--- src/rtl/hazard_forward_unit.sv ---
// hazard_forward_unit
// Forwarding selects, load-use stalls and branch flushes for a 5-stage RISC-V
// pipeline. The MEM/WB destination tags are shadowed locally so that the EX
// operand selection depends only on registered state plus the EX indices.
// A small RUN/STALL/FLUSH FSM masks the EX inputs for the cycle after a stall
// or flush, when EX holds a bubble or a squashed instruction.
// Optional feature macro: HAZARD_PERF_EN (saturating stall/flush counters).

module hazard_forward_unit #(
    parameter int REG_W = 5
`ifdef HAZARD_PERF_EN
    ,
    parameter int CNT_W = 16
`endif
) (
    input  logic             clk,
    input  logic             reset,
    input  logic [REG_W-1:0] RS1_ID,
    input  logic [REG_W-1:0] RS2_ID,
    input  logic [REG_W-1:0] RS1_EX,
    input  logic [REG_W-1:0] RS2_EX,
    input  logic [REG_W-1:0] RD_EX,
    input  logic             RegWrite_EX,
    input  logic             MemRead_EX,
    input  logic             PCSrc_MEM,
    output logic [1:0]       forwardA,
    output logic [1:0]       forwardB,
    output logic             PC_write,
    output logic             IF_ID_write,
    output logic             ID_EX_bubble,
    output logic             IF_ID_flush,
    output logic             ID_EX_flush,
    output logic             EX_MEM_flush,
    output logic [REG_W-1:0] RD_MEM_TAG,
    output logic [REG_W-1:0] RD_WB_TAG
`ifdef HAZARD_PERF_EN
    ,
    output logic [CNT_W-1:0] stall_cnt,
    output logic [CNT_W-1:0] flush_cnt
`endif
);

    typedef enum logic [1:0] {
        ST_RUN   = 2'b00,
        ST_STALL = 2'b01,
        ST_FLUSH = 2'b10
    } state_t;

    localparam logic [REG_W-1:0] REG_ZERO = {REG_W{1'b0}};

    state_t           state_r;
    state_t           state_nxt_s;
    logic             mem_vld_r;
    logic [REG_W-1:0] mem_rd_r;
    logic             wb_vld_r;
    logic [REG_W-1:0] wb_rd_r;
    logic             run_s;
    logic             lu_s;
    logic             mem_vld_nxt_s;

    // A valid shadow tag naming the same register as the EX source operand.
    function automatic logic tag_hit(input logic             vld,
                                     input logic [REG_W-1:0] rd,
                                     input logic [REG_W-1:0] rs);
        return vld && (rd == rs);
    endfunction

    assign run_s = (state_r == ST_RUN);

    // Load-use hazard: the load in EX targets a source of the ID instruction.
    // Not evaluated outside RUN because EX then holds a bubble.
    assign lu_s = MemRead_EX && (RD_EX != REG_ZERO) &&
                  ((RD_EX == RS1_ID) || (RD_EX == RS2_ID)) && run_s;

    // A writer only becomes a forwarding source if it is real (RUN), targets
    // a non-zero register and is not being squashed by a taken branch.
    assign mem_vld_nxt_s = RegWrite_EX && (RD_EX != REG_ZERO) && run_s && !PCSrc_MEM;

    // FSM state register.
    always_ff @(posedge clk or posedge reset) begin
        if (reset) begin
            state_r <= ST_RUN;
        end else begin
            state_r <= state_nxt_s;
        end
    end

    // FSM next state: a flush always wins; stall and flush last one cycle.
    always_comb begin
        state_nxt_s = ST_RUN;
        case (state_r)
            ST_RUN: begin
                if (PCSrc_MEM) begin
                    state_nxt_s = ST_FLUSH;
                end else if (lu_s) begin
                    state_nxt_s = ST_STALL;
                end else begin
                    state_nxt_s = ST_RUN;
                end
            end
            ST_STALL, ST_FLUSH: begin
                if (PCSrc_MEM) begin
                    state_nxt_s = ST_FLUSH;
                end else begin
                    state_nxt_s = ST_RUN;
                end
            end
            default: begin
                state_nxt_s = ST_RUN;
            end
        endcase
    end

    // Shadow MEM/WB destination tags; rd is kept zero while the tag is invalid.
    always_ff @(posedge clk or posedge reset) begin
        if (reset) begin
            mem_vld_r <= 1'b0;
            mem_rd_r  <= REG_ZERO;
            wb_vld_r  <= 1'b0;
            wb_rd_r   <= REG_ZERO;
        end else begin
            wb_vld_r  <= mem_vld_r;
            wb_rd_r   <= mem_rd_r;
            mem_vld_r <= mem_vld_nxt_s;
            mem_rd_r  <= mem_vld_nxt_s ? RD_EX : REG_ZERO;
        end
    end

    assign RD_MEM_TAG = mem_vld_r ? mem_rd_r : REG_ZERO;
    assign RD_WB_TAG  = wb_vld_r  ? wb_rd_r  : REG_ZERO;

    // Operand selects: MEM result beats WB data; masked outside RUN.
    always_comb begin
        forwardA = 2'b00;
        forwardB = 2'b00;
        if (!run_s) begin
            forwardA = 2'b00;
            forwardB = 2'b00;
        end else begin
            if (tag_hit(mem_vld_r, mem_rd_r, RS1_EX)) begin
                forwardA = 2'b10;
            end else if (tag_hit(wb_vld_r, wb_rd_r, RS1_EX)) begin
                forwardA = 2'b01;
            end else begin
                forwardA = 2'b00;
            end
            if (tag_hit(mem_vld_r, mem_rd_r, RS2_EX)) begin
                forwardB = 2'b10;
            end else if (tag_hit(wb_vld_r, wb_rd_r, RS2_EX)) begin
                forwardB = 2'b01;
            end else begin
                forwardB = 2'b00;
            end
        end
    end

    // Pipeline enables, bubble and flushes; reset forces the idle values
    // immediately so downstream registers see them without a clock edge.
    always_comb begin
        PC_write     = 1'b1;
        IF_ID_write  = 1'b1;
        ID_EX_bubble = 1'b0;
        IF_ID_flush  = 1'b0;
        ID_EX_flush  = 1'b0;
        EX_MEM_flush = 1'b0;
        if (reset) begin
            PC_write     = 1'b1;
            IF_ID_write  = 1'b1;
        end else if (PCSrc_MEM) begin
            IF_ID_flush  = 1'b1;
            ID_EX_flush  = 1'b1;
            EX_MEM_flush = 1'b1;
        end else if (lu_s) begin
            PC_write     = 1'b0;
            IF_ID_write  = 1'b0;
            ID_EX_bubble = 1'b1;
        end else begin
            PC_write     = 1'b1;
            IF_ID_write  = 1'b1;
        end
    end

`ifdef HAZARD_PERF_EN
    localparam logic [CNT_W-1:0] CNT_MAX = {CNT_W{1'b1}};
    localparam logic [CNT_W-1:0] CNT_ONE = {{(CNT_W-1){1'b0}}, 1'b1};

    logic [CNT_W-1:0] stall_cnt_r;
    logic [CNT_W-1:0] flush_cnt_r;

    // Saturating event counters for stall cycles and flush cycles.
    always_ff @(posedge clk or posedge reset) begin
        if (reset) begin
            stall_cnt_r <= {CNT_W{1'b0}};
            flush_cnt_r <= {CNT_W{1'b0}};
        end else begin
            if (lu_s && !PCSrc_MEM && (stall_cnt_r != CNT_MAX)) begin
                stall_cnt_r <= stall_cnt_r + CNT_ONE;
            end else begin
                stall_cnt_r <= stall_cnt_r;
            end
            if (PCSrc_MEM && (flush_cnt_r != CNT_MAX)) begin
                flush_cnt_r <= flush_cnt_r + CNT_ONE;
            end else begin
                flush_cnt_r <= flush_cnt_r;
            end
        end
    end

    assign stall_cnt = stall_cnt_r;
    assign flush_cnt = flush_cnt_r;
`endif

endmodule

--- config.mk ---
export PLATFORM = sky130hd
export DESIGN_NAME = hazard_forward_unit
export DESIGN_NICKNAME = d
export VERILOG_FILES = /design/src/rtl/hazard_forward_unit.sv
export SDC_FILE = /design/constraint.sdc
export NUM_CORES = 1
export LEC_CHECK = 0
export ABC_AREA = 1
export ABC_CLOCK_PERIOD_IN_PS = 1500
export CORE_UTILIZATION = 40
export CTS_BUF_LIST = sky130_fd_sc_hd__clkbuf_4 sky130_fd_sc_hd__clkbuf_8
export DETAILED_ROUTE_END_ITERATION = 16
export PLACE_DENSITY = 0.77
export SLEW_MARGIN = 10
export SYNTH_ARGS = -nofsm -noshare
export SYNTH_HDL_FRONTEND = slang
export SYNTH_SLANG_ARGS = --single-unit
--- constraint.sdc ---
create_clock -name clk -period 1.5 [get_ports clk]
set_input_delay 0.3 -clock clk [delete_from_list [all_inputs] [get_ports clk]]
set_output_delay 0.3 -clock clk [all_outputs]
set_load 0.1 [all_outputs]
==> metrics.md, run 1 <==
| Metric | Value |
|---|---|
| Delay contributed by the slowest stage of the critical path | `between 400 and 500 ps` |
| Status | `finished with violations` |
| # IOs | `50` |
| Final-layout setup total negative slack | `-2130 ps` |
| Library cell occupying the most area in the post-synthesis netlist | `sky130_fd_sc_hd__dfrtp_1` |
| Share of layout cells above drive strength 1 | `41.2%` |
| Post-Synthesis Mean Instance Area | `between 6 and 7 sq um` |
| Cell area power density | `a little over 500 nW/um^2` |
| Maximum vdd drop | `between 700 and 800 uV` |
| Sinks on the clock net | `14` |
| Detailed Route Iter0 Violations | `26` |
| Reg2Reg Capture Point | `state_r[1]$_DFF_PP0_` |
| Syn Std Cell Area | `1060 sq um` |
| Weighted congestion at the end of routability-driven global placement | `about 0.9` |
| Number of core rows | `18` |
| Setup skew after layout | `~3.9 ps` |
| H-tree Lvls | `1` |
| Final Hold Viols | `0` |
| Number of register bits inferred by synthesis | `14` |
| Yosys cell types | `21` |
| Final routed wirelength across all metal layers | `around 4000 um` |
| Family of cells with the greatest summed delay on the critical path | `simple AND/OR/NAND/NOR gates` |
| Mean routed wirelength per cell | `14.5 um` |
| Startpoint of the lowest-slack register-to-register path | `state_r[0]$_DFF_PP0_` |
| Minimum setup slack in the final design | `-365 ps` |
| Start-to-end type of the worst setup path | `flip-flop to output port` |
| Initial cell density of the core | `between 40% and 50%` |
| Grt total ovfl | `0` |
| Number of buffers added to fix hold violations after cts | `0` |
| Worst rel slew slack | `between 70% and 80%` |
| Highest attainable clock frequency | `approximately 0.54 GHz` |
| Reg2reg path depth | `5` |
| Detailed-route via count | `between 1000 and 1500` |
| Overall fraction of global-route tracks in use | `27.8%` |
| Final-layout fill cell count | `approximately 160` |
| XOR/XNOR Fraction of Synth Area | `a little over 9%` |
| Ranking of synthesized cells by area | `sky130_fd_sc_hd__dfrtp_1, sky130_fd_sc_hd__nand2_1, sky130_fd_sc_hd__inv_1, sky130_fd_sc_hd__nor2_1, sky130_fd_sc_hd__xnor2_1` |
| Synth-to-Final Area Change | `101%` |
| Number of buffers between clock root and the deepest sink | `2` |
| Unrepaired setup endpoints after global routing | `true` |
| Final worst path period share | `124%` |
| Worst path bufs/invs | `2` |
| Combinational family with the most area after synthesis | `simple AND/OR/NAND/NOR gates` |
| Chain of cells forming the critical path | `inv_2, o21ai_2, nor2_2, nand2_2, nor3_4, buf_12` |
| Critical Path RT | `between 1000 and 1500 ps` |
| Fraction of the mapped netlist area in simple logic gates | `between 30 and 40%` |
| Critical-path maximum fanout | `4` |
| Compound-Gate Fraction of Synth Area | `between 5 and 6%` |
| DIE WIDTH | `53.6 um` |
| Failing checks | `setup timing` |
| Final Slew Violations | `0` |
| Hpwl dp | `2700 um` |
| Global-route wire length before repair | `5510 um` |
| Via count of the first global-routing pass | `between 1000 and 1500` |
| Data arrival time of the critical path | `about 1600 ps` |
| Die outline area | `about 2900 sq um` |
| Worst Setup Start Kind | `flip-flop` |
| Total area of multi-input combinational cells | `between 600 and 700 sq um` |
| Leakage power of the design | `1.19 nW` |
| Post-Synthesis Cells | `about 170` |
| Diode insertion count for antenna repair | `0` |
| Synth top area share | `between 30% and 40%` |
| Drt via density | `between 4 and 5` |
| Net total in the final layout | `276` |
| Worst-case register-to-register setup slack | `240 ps` |
| Clock insertion delay at the later pin of the skew report | `290 ps` |
| Post-synthesis adder-cell area fraction | `2.35%` |
| Area of the placeable core | `2500 sq um` |
| Path category of the worst min-delay check | `input pin to asynchronous set/reset pin` |
| Total of endpoints with negative setup slack in the final report | `8` |
| Maximum number of pins on one net before global-route repair | `15` |
| First-pass iteration count of the detailed router | `4` |
| Clock buffer count from CTS | `3` |
| Final standard cell area without fillers | `~2100 sq um` |
| Clock root cell | `sky130_fd_sc_hd__clkbuf_4` |
| Number of design rule violations left after detail routing | `0` |
| Area taken by flip-flops and latches | `between 300 and 400 sq um` |
| Number of routed nets with antenna violations | `0` |
| Clock slew at reported path FFs | `about 90 ps` |
| Crit path time final | `roughly 1900 ps` |
| Synth warnings | `0` |
| MaxCap Viol Count | `0` |
| Synthesized Nets | `approximately 200` |
| Quantity of I/O buffers inserted on ports | `between 40 and 50` |
| Worst path slowest cell | `sky130_fd_sc_hd__dfrtp_1` |
| Clock tree from TritonCTS | `done` |
| Category of the worst setup path capture point | `output port` |
| Antenna violations before repair | `0` |
| Overall die height | `53.6 um` |
| Slew at the pin closest to its max-slew limit | `around 300 ps` |
| Multiplexer share of the synthesized area | `0%` |
| Sequential fraction of the synthesis area | `32.9%` |
| Placed cell area | `1990 sq um` |
routing by layer:
layer,global-route usage (%),up-vias,wire [um]
met5,0,-,0
met4,19.3,0,114
met3,3.39,14,179
met2,51.0,69,2280
met1,29.1,628,1390
li1,-,646,-
worst max path at each step:
| stage | cells after the start | slack, ps | to | startpoint |
|---|---|---|---|---|
| global route | 7 | -420 | forwardA[0] | state_r[0]$_DFF_PP0_ |
| finish | 6 | -370 | forwardB[1] | mem_rd_r[3]$_DFF_PP0_ |
| floorplan | 4 | -330 | forwardA[1] | mem_rd_r[4]$_DFF_PP0_ |
| global placement | 10 | -440 | ID_EX_bubble | RD_EX[1] |
| CTS | 6 | -320 | forwardB[1] | mem_rd_r[2]$_DFF_PP0_ |
| detailed placement | 10 | -500 | ID_EX_bubble | RD_EX[1] |
cells by family after synthesis:
family	after synthesis
xor gates and xnor gates	11
and+or+nand+nor	85
buffers and inverters	44
AOI/OAI and AO/OA	10
adders and majority gates	2
DFF	14
placed cells by master, fill, tap and decap left out, types with 3 or more instances in the layout:
cell type	count
sky130_fd_sc_hd__nand2_1	39
sky130_fd_sc_hd__nor2_2	4
sky130_fd_sc_hd__buf_6	4
sky130_fd_sc_hd__nor2_1	16
sky130_fd_sc_hd__inv_2	18
sky130_fd_sc_hd__inv_1	20
sky130_fd_sc_hd__buf_4	23
sky130_fd_sc_hd__dlygate4sd2_1	26
sky130_fd_sc_hd__nand4_1	4
sky130_fd_sc_hd__clkbuf_4	3
sky130_fd_sc_hd__dfrtp_1	12
sky130_fd_sc_hd__buf_12	20
sky130_fd_sc_hd__xnor2_1	5
sky130_fd_sc_hd__xor2_1	5
sky130_fd_sc_hd__nand2_2	7
sky130_fd_sc_hd__nor2_4	4
worst reg2reg max path: stages (launching register included):
cell and delay, ps:
sky130_fd_sc_hd__dfrtp_1 400, sky130_fd_sc_hd__buf_4 140, sky130_fd_sc_hd__buf_4 120, sky130_fd_sc_hd__buf_4 120, sky130_fd_sc_hd__ha_1 190, sky130_fd_sc_hd__nor3_1 210
Yosys cell counts:
cell / instances
sky130_fd_sc_hd__nand2_1: 46
sky130_fd_sc_hd__inv_1: 35
sky130_fd_sc_hd__nor2_1: 22
sky130_fd_sc_hd__dfrtp_1: 14
sky130_fd_sc_hd__xnor2_1: 6
sky130_fd_sc_hd__inv_2: 5
sky130_fd_sc_hd__xor2_1: 5
sky130_fd_sc_hd__nand3_1: 4
sky130_fd_sc_hd__nand4_1: 4
sky130_fd_sc_hd__o21ai_0: 4
sky130_fd_sc_hd__buf_4: 3
sky130_fd_sc_hd__nor3_1: 3
sky130_fd_sc_hd__o22ai_1: 3
sky130_fd_sc_hd__a21oi_1: 2
sky130_fd_sc_hd__ha_1: 2
sky130_fd_sc_hd__nand2_2: 2
sky130_fd_sc_hd__nor2_2: 2
sky130_fd_sc_hd__clkinv_1: 1
sky130_fd_sc_hd__nand4_2: 1
sky130_fd_sc_hd__o211ai_1: 1
sky130_fd_sc_hd__or2_1: 1
through the flow:
stage	std cells	setup WS [ps]	hold slack, ps	util [%]	power (mW)
finish	273	-365	340	85.4	1.09
floorplan	166	-333	220	-	0.608
detailed placement	263	-499	470	79.7	0.800
CTS	272	-320	330	83.0	1.06
global route	273	-416	383	85.4	1.14
global placement	263	-440	463	79.7	0.787
area by class of cell:
class                   count  share of cell area, %
clock buffers               4                   1.70
repair buffers             76                   41.0
multi-input cells         108                   31.5
inverters                  41                   7.44
well taps                  30                   1.76
flip-flops and latches     14                   16.5
state kept, by name, summed over array words and instances, names as in the netlist:
register / count
mem_vld_r: 1
state_r: 2
wb_vld_r: 1
wb_rd_r: 5
mem_rd_r: 5
power by group:
part / total (mW) / switching (mW) / internal [mW]
clock: 0.277 / 0.129 / 0.148
sequential: 0.409 / 0.0164 / 0.393
combinational: 0.409 / 0.233 / 0.176
timing repair:
action,CTS,global route
gates resized for setup,45,25
buffers inserted,5,4
pin swaps,20,15
setup endpoints to repair,10,12
No activity file was read; power rests on OpenSTA's default activity.
==> inputs of run 2 (changes only) <==
--- a/config.mk
+++ b/config.mk
@@ -9,8 +9,10 @@
 export ABC_CLOCK_PERIOD_IN_PS = 1500
 export CORE_UTILIZATION = 40
 export CTS_BUF_LIST = sky130_fd_sc_hd__clkbuf_4 sky130_fd_sc_hd__clkbuf_8
+export CTS_CLUSTER_DIAMETER = 150
 export DETAILED_ROUTE_END_ITERATION = 16
-export PLACE_DENSITY = 0.77
+export DONT_BUFFER_PORTS = 1
+export PLACE_DENSITY = 0.53
 export SLEW_MARGIN = 10
 export SYNTH_ARGS = -nofsm -noshare
 export SYNTH_HDL_FRONTEND = slang
==> run 2 against run 1 <==
Compared with the run above:
- the run still ends with setup timing left
- fmax increased by 2.5%
- largest power group unchanged
- global-route usage decreased by 7.8 points
- first-iteration DRC count decreased by 27%
- combinational power decreased by 30%
==> metrics.md, run 2 (synthesis results as in run 1) <==
| Metric | Value |
|---|---|
| Leakage power of the design | `0.950 nW (-20%)` |
| Detailed Route Iter0 Violations | `19 (-27%)` |
| Final Slew Violations | `0 (unchanged)` |
| MaxCap Viol Count | `0 (unchanged)` |
| Highest attainable clock frequency | `0.550 GHz (+2.5%)` |
| Hold Worst Slack | `130 ps (-210 ps)` |
| Initial cell density of the core | `42.5% (unchanged)` |
| Registers with the most flip-flops | `mem_rd_r x5, wb_rd_r x5, state_r x2` |
| Clock buffer count from CTS | `3 (unchanged)` |
| Drt via density | `4.61 (-7.2%)` |
| Leading cell types in the layout, fill and taps excluded | `sky130_fd_sc_hd__nand2_1, sky130_fd_sc_hd__inv_1, sky130_fd_sc_hd__buf_12, sky130_fd_sc_hd__inv_2, sky130_fd_sc_hd__nor2_1` |
| Category of the worst setup path capture point | `output port` |
| Most frequent standard cell in the layout excluding fill and tap cells | `sky130_fd_sc_hd__nand2_1` |
| First-pass iteration count of the detailed router | `4 (unchanged)` |
| Final worst path period share | `121% (-3.1 points)` |
| Maximum vdd drop | `487 uV (-31%)` |
| Number of design rule violations left after detail routing | `0 (unchanged)` |
| Sinks on the clock net | `14 (unchanged)` |
| Maximum number of pins on one net before global-route repair | `15 (unchanged)` |
| Quantity of I/O buffers inserted on ports | `0 (-100%)` |
| Net total in the final layout | `234 (-15%)` |
| Weighted congestion at the end of routability-driven global placement | `0.900 (+1.4%)` |
| Share of layout cells above drive strength 1 | `37.8% (-3.3 points)` |
| Slew at the pin closest to its max-slew limit | `279 ps (-21.2 ps)` |
| Clock slew at reported path FFs | `80 ps (about the same)` |
| Area taken by flip-flops and latches | `350 sq um (-0.71%)` |
| Final-layout fill cell count | `216 (+36%)` |
| Synth-to-Final Area Change | `61.2%` |
| Overall fraction of global-route tracks in use | `20.0% (-7.8 points)` |
| Chain of cells forming the critical path | `inv_2, ha_4, nand2_2, nor2_2, nand4_1, nor2_4, buf_12` |
| Setup skew after layout | `3.52 ps (-0.395 ps)` |
| Path category of the worst min-delay check | `input pin to flip-flop` |
| Crit path time final | `1820 ps (-46.1 ps)` |
| Die outline area | `2870 sq um (unchanged)` |
| Area of the placeable core | `2500 sq um (unchanged)` |
| Cell area power density | `557 nW/um^2 (+8.6%)` |
| Clock insertion delay at the later pin of the skew report | `270 ps (-20 ps)` |
| Number of routed nets with antenna violations | `0 (unchanged)` |
| Critical-path maximum fanout | `4 (unchanged)` |
| Worst Setup Start Kind | `flip-flop` |
| Clock tree from TritonCTS | `done` |
| Final routed wirelength across all metal layers | `2540 um (-36%)` |
| Start-to-end type of the worst setup path | `flip-flop to output port` |
| Worst rel slew slack | `81.3% (+1.4 points)` |
| Final Hold Viols | `0 (unchanged)` |
| Non-Filler Instances | `231 (-15%)` |
| Placed cell count | `222 (-16%)` |
| Global-route wire length before repair | `4170 um (-24%)` |
| DIE WIDTH | `53.6 um (unchanged)` |
| Antenna violations before repair | `0 (unchanged)` |
| Hpwl dp | `2190 um (-19%)` |
| Number of core rows | `18 (unchanged)` |
| Clock root cell | `sky130_fd_sc_hd__clkbuf_4` |
| H-tree Lvls | `1 (unchanged)` |
| Overall die height | `53.6 um (unchanged)` |
| Grt total ovfl | `0 (unchanged)` |
| Total area of multi-input combinational cells | `652 sq um (-3.2%)` |
| Delay contributed by the slowest stage of the critical path | `400 ps (-40 ps)` |
| Final core area utilization | `68.6% (-17 points)` |
| Via count of the first global-routing pass | `983 (-27%)` |
| Minimum setup slack in the final design | `-319 ps (+46.2 ps)` |
| Number of buffers between clock root and the deepest sink | `2 (unchanged)` |
| Worst path slowest cell | `sky130_fd_sc_hd__dfrtp_1` |
| # IOs | `50 (unchanged)` |
| Critical Path RT | `1200 ps (about the same)` |
| Diode insertion count for antenna repair | `0 (unchanged)` |
| Data arrival time of the critical path | `1520 ps (-50 ps)` |
| Unrepaired setup endpoints after global routing | `true` |
| Status | `finished with violations` |
| Detailed-route via count | `1065 (-22%)` |
| Failing checks | `setup timing` |
| Total of endpoints with negative setup slack in the final report | `7 (-1)` |
| Mean routed wirelength per cell | `11.0 um (-24%)` |
## run 2: final cells by class
type,instances,area share (%)
multi-input combinational,108,38.0
inverter,41,9.12
timing repair buffer,34,28.1
clock buffer,4,2.12
tap,30,2.19
sequential,14,20.4
## run 2: worst max-delay path: cells and delay by family, from the launching register on
kind                       cells  cell delay, ps
adders and majority gates      1             150
buffers and inverters          2             250
DFF                            1             400
and+or+nand+nor                4             440
## run 2: timing repair
action | in CTS | in global routing
pin swaps | 15 | 6
hold buffers | 1 | 0
buffers inserted | 4 | 1
endpoints found under the setup margin | 7 | 12
gates cloned | 0 | 0
endpoints found under the hold margin | 14 | 0
resized for setup | 14 | 15
## run 2: power breakdown
part,switching (mW),internal [mW]
registers,0.0145,0.393
logic,0.171,0.114
clock network,0.116,0.147
total,0.301,0.654
## run 2: worst paths after layout
check,slack [ps],cells past startpoint,to,from
max,-320,7,forwardA[0],state_r[0]$_DFF_PP0_
min,130,2,mem_rd_r[4]$_DFF_PP0_,RD_EX[4]
max reg2reg,350,7,state_r[0]$_DFF_PP0_,state_r[0]$_DFF_PP0_
min reg2reg,510,1,wb_rd_r[1]$_DFF_PP0_,mem_rd_r[1]$_DFF_PP0_
max in group asynchronous,800,3,mem_rd_r[3]$_DFF_PP0_,reset
min in group asynchronous,540,3,wb_rd_r[1]$_DFF_PP0_,reset
## run 2: per-layer routing
metal	track usage, %	up-vias	wire length, um
met3	4.52	0	157
met5	0	-	0
li1	-	562	-
met2	33.1	34	1340
met4	6.58	0	0
met1	25.7	469	1040
## run 2: per-stage QoR
step | total power [mW] | setup TNS, ps | area [sq um] | worst slack [ps]
5_1_grt | 1.02 | -2500 | 1710 | -398
3_3_place_gp | 0.665 | -46.8 | 1570 | -36.8
2_1_floorplan | 0.608 | -1440 | 1170 | -333
4_1_cts | 0.963 | -1940 | 1690 | -333
6_report | 0.955 | -1860 | 1710 | -319
3_5_place_dp | 0.671 | -238 | 1570 | -132
==> inputs of run 3 (changes only) <==
--- a/config.mk
+++ b/config.mk
@@ -7,6 +7,7 @@
 export LEC_CHECK = 0
 export ABC_AREA = 1
 export ABC_CLOCK_PERIOD_IN_PS = 1500
+export CORE_MARGIN = 1.5
 export CORE_UTILIZATION = 40
 export CTS_BUF_LIST = sky130_fd_sc_hd__clkbuf_4 sky130_fd_sc_hd__clkbuf_8
 export CTS_CLUSTER_DIAMETER = 150
==> run 3 against run 2 <==
Compared with the run above:
- the flow still finishes with violations (setup timing)
- worst hold slack improved by 4.7 ps
- combinational power fell by 3%
- routed wire length rose by 4.2%
- sequential share of layout area rose by 0.33 points
- final area fell by 1.6%
- via count rose by 2.9%
- worst setup slack improved by 5.2 ps
- fmax rose by 0.29%
- critical path depth fell by 1
- cell count fell by 0.43%
- critical path type unchanged
- critical endpoint is now forwardB[1]
==> metrics.md, run 3 (synthesis results as in run 1) <==
| Metric | Value |
|---|---|
| Final routed wirelength across all metal layers | `2650 um (+4.2%)` |
| Registers with the most flip-flops | `mem_rd_r x5, wb_rd_r x5, state_r x2` |
| Path category of the worst min-delay check | `input pin to flip-flop` |
| Unrepaired setup endpoints after global routing | `true` |
| Mean routed wirelength per cell | `11.5 um (+4.7%)` |
| Overall fraction of global-route tracks in use | `20.1% (+0.090 points)` |
| Fraction of power spent switching nets | `31.6% (about the same)` |
| Family of cells with the greatest summed delay on the critical path | `flip-flops` |
| Total of endpoints with negative setup slack in the final report | `7 (unchanged)` |
| Worst Setup Start Kind | `flip-flop` |
| Critical-path maximum fanout | `4 (unchanged)` |
| # IOs | `50 (unchanged)` |
| Number of design rule violations left after detail routing | `0 (unchanged)` |
| Quantity of I/O buffers inserted on ports | `0 (unchanged)` |
| Net total in the final layout | `233 (-0.43%)` |
| Antenna violations before repair | `0 (unchanged)` |
| Chain of cells forming the critical path | `inv_1, o21ai_0, nor2_1, nand2_2, nor3_4, buf_12` |
| Leakage power of the design | `0.941 nW (-0.99%)` |
| Internal power | `648 uW (-0.87%)` |
| Reg2reg path depth | `7 (unchanged)` |
| Worst rel slew slack | `81.7% (+0.41 points)` |
| Data arrival time of the critical path | `1510 ps (about the same)` |
| Number of buffers between clock root and the deepest sink | `2 (unchanged)` |
| Share of layout cells above drive strength 1 | `35.5% (-2.3 points)` |
| Synth-to-Final Area Change | `58.6%` |
| Leading cell types in the layout, fill and taps excluded | `sky130_fd_sc_hd__nand2_1, sky130_fd_sc_hd__inv_1, sky130_fd_sc_hd__inv_2, sky130_fd_sc_hd__nor2_1, sky130_fd_sc_hd__buf_12` |
| Switching power total | `299 uW (-0.82%)` |
| Met3 layer wire length in the routed design | `139 um (-11%)` |
| Global-route wire length before repair | `4310 um (+3.3%)` |
| Cell area power density | `561 nW/um^2 (+0.77%)` |
| Weighted congestion at the end of routability-driven global placement | `0.905 (+0.63%)` |
| Worst path bufs/invs | `2 (unchanged)` |
| Grt total ovfl | `0 (unchanged)` |
| Start-to-end type of the worst setup path | `flip-flop to output port` |
| Reg2Reg Capture Point | `mem_rd_r[4]$_DFF_PP0_` |
| Final-layout fill cell count | `215 (-0.46%)` |
| Die outline area | `2980 sq um (+3.8%)` |
| Area of the placeable core | `2500 sq um (unchanged)` |
| Startpoint of the lowest-slack register-to-register path | `state_r[0]$_DFF_PP0_` |
| DIE WIDTH | `54.6 um (+1.9%)` |
| Via count of the first global-routing pass | `1034 (+5.2%)` |
| Initial cell density of the core | `42.5% (unchanged)` |
| Met2 layer wire length in the routed design | `1410 um (+4.9%)` |
| Placed cell count | `220 (-0.90%)` |
| Clock insertion delay at the later pin of the skew report | `270 ps (about the same)` |
| Final-layout setup total negative slack | `-1850 ps (+12.9 ps)` |
| Most frequent standard cell in the layout excluding fill and tap cells | `sky130_fd_sc_hd__nand2_1` |
| Critical Path RT | `1200 ps (about the same)` |
| Power share of the sequential group | `43.1% (+0.5 points)` |
| Maximum vdd drop | `433 uV (-11%)` |
| Total area of multi-input combinational cells | `634 sq um (-2.7%)` |
| Area taken by flip-flops and latches | `350 sq um (unchanged)` |
| Minimum setup slack in the final design | `-314 ps (+5.24 ps)` |
| Hold path endpoint | `mem_rd_r[1]$_DFF_PP0_` |
| Clock buffer count from CTS | `3 (unchanged)` |
| Clock slew at reported path FFs | `80 ps (about the same)` |
| Worst-case register-to-register setup slack | `330 ps (-20 ps)` |
| Clock share of power | `27.7% (about the same)` |
| Detailed-route via count | `1096 (+2.9%)` |
| Highest attainable clock frequency | `0.551 GHz (+0.29%)` |
| MaxCap Viol Count | `0 (unchanged)` |
| Worst path slowest cell | `sky130_fd_sc_hd__dfrtp_1` |
| Status | `finished with violations` |
| Drt via density | `4.77 (+3.4%)` |
| Final worst path period share | `121% (-0.35 points)` |
| Crit path time final | `1810 ps (-5.24 ps)` |
| Slew at the pin closest to its max-slew limit | `277 ps (-2.65 ps)` |
| Power, Total | `947 uW (-0.85%)` |
| Maximum number of pins on one net before global-route repair | `15 (unchanged)` |
| Non-Filler Instances | `230 (-0.43%)` |
| First-pass iteration count of the detailed router | `4 (unchanged)` |
| Hpwl dp | `2140 um (-2.4%)` |
| WHS Path Cells | `2 (unchanged)` |
| Final Hold Viols | `0 (unchanged)` |
| Cell count along the critical path | `6 (-1)` |
| Met1 routed wirelength after detailed routing | `1090 um (+4.2%)` |
| Clock tree from TritonCTS | `done` |
| Origin of the worst min-delay path | `RD_EX[1]` |
| Clock root cell | `sky130_fd_sc_hd__clkbuf_4` |
| Sinks on the clock net | `14 (unchanged)` |
| Number of core rows | `18 (unchanged)` |
| Overall die height | `54.6 um (+1.9%)` |
| Detailed Route Iter0 Violations | `18 (-1)` |
| Highest Signal Layer | `met4` |
| Hold Worst Slack | `134 ps (+4.65 ps)` |
| Diode insertion count for antenna repair | `0 (unchanged)` |
| Setup skew after layout | `2.82 ps (-0.701 ps)` |
| Final Slew Violations | `0 (unchanged)` |
| Category of the worst setup path capture point | `output port` |
| H-tree Lvls | `1 (unchanged)` |
| Number of routed nets with antenna violations | `0 (unchanged)` |
| Failing checks | `setup timing` |
| Portion of total power attributed to combinational logic | `29.2% (-0.6 points)` |
| Delay contributed by the slowest stage of the critical path | `430 ps (+30 ps)` |
-- run 3: area by class of cell --
type                            count  area share, %
Multi-Input combinational cell    108           37.6
Timing Repair Buffer               33           28.1
Sequential cell                    14           20.8
Inverter                           41           9.12
Tap cell                           30           2.23
Clock buffer                        4           2.15
-- run 3: metrics by stage --
step	setup WS, ps	utilization (%)	area, sq um
2_1_floorplan	-333	-	1170
6_report	-314	67.5	1690
3_3_place_gp	-38.4	62.4	1560
5_1_grt	-414	67.5	1690
3_5_place_dp	-54.7	62.4	1560
4_1_cts	-302	66.6	1660
-- run 3: worst reg2reg max path: stages (launching register included) --
cell and delay (ps):
sky130_fd_sc_hd__dfrtp_1 400, sky130_fd_sc_hd__inv_2 70, sky130_fd_sc_hd__ha_4 150, sky130_fd_sc_hd__buf_4 120, sky130_fd_sc_hd__nand4_2 180, sky130_fd_sc_hd__inv_2 100, sky130_fd_sc_hd__nand2_1 60, sky130_fd_sc_hd__inv_1 40
-- run 3: power by group through the flow --
stage	registers [mW]	clock network, mW	logic [mW]
detailed placement	0.415	0	0.250
global route	0.410	0.288	0.302
CTS	0.407	0.275	0.269
global placement	0.414	0	0.246
floorplan	0.413	0	0.195
finish	0.408	0.262	0.276
-- run 3: layer usage --
layer | GRT usage, % | vias up
li1 | - | 558
met1 | 24.4 | 491
met2 | 34.7 | 43
met3 | 4.37 | 4
met4 | 7.50 | 0
met5 | 0 | -
-- run 3: timing repair --
action                                  4_1_cts  5_1_grt
resized for setup                             9       13
pin swaps                                    11        5
endpoints found under the setup margin        7       13
gates cloned                                  0        0
buffers inserted                              5        0
hold endpoints to repair                     14        0
hold buffers                                  1        0
-- run 3: worst max path at each step --
stage                                     start  slack, ps           to
final                     mem_rd_r[3]$_DFF_PP0_       -310  forwardB[1]
after CTS                 mem_rd_r[2]$_DFF_PP0_       -300  forwardA[0]
after global placement     state_r[1]$_DFF_PP0_        -40  forwardA[0]
after detailed placement   state_r[1]$_DFF_PP0_        -50  forwardB[0]
after floorplan           mem_rd_r[4]$_DFF_PP0_       -330  forwardA[1]
after global routing       state_r[0]$_DFF_PP0_       -410  forwardB[0]
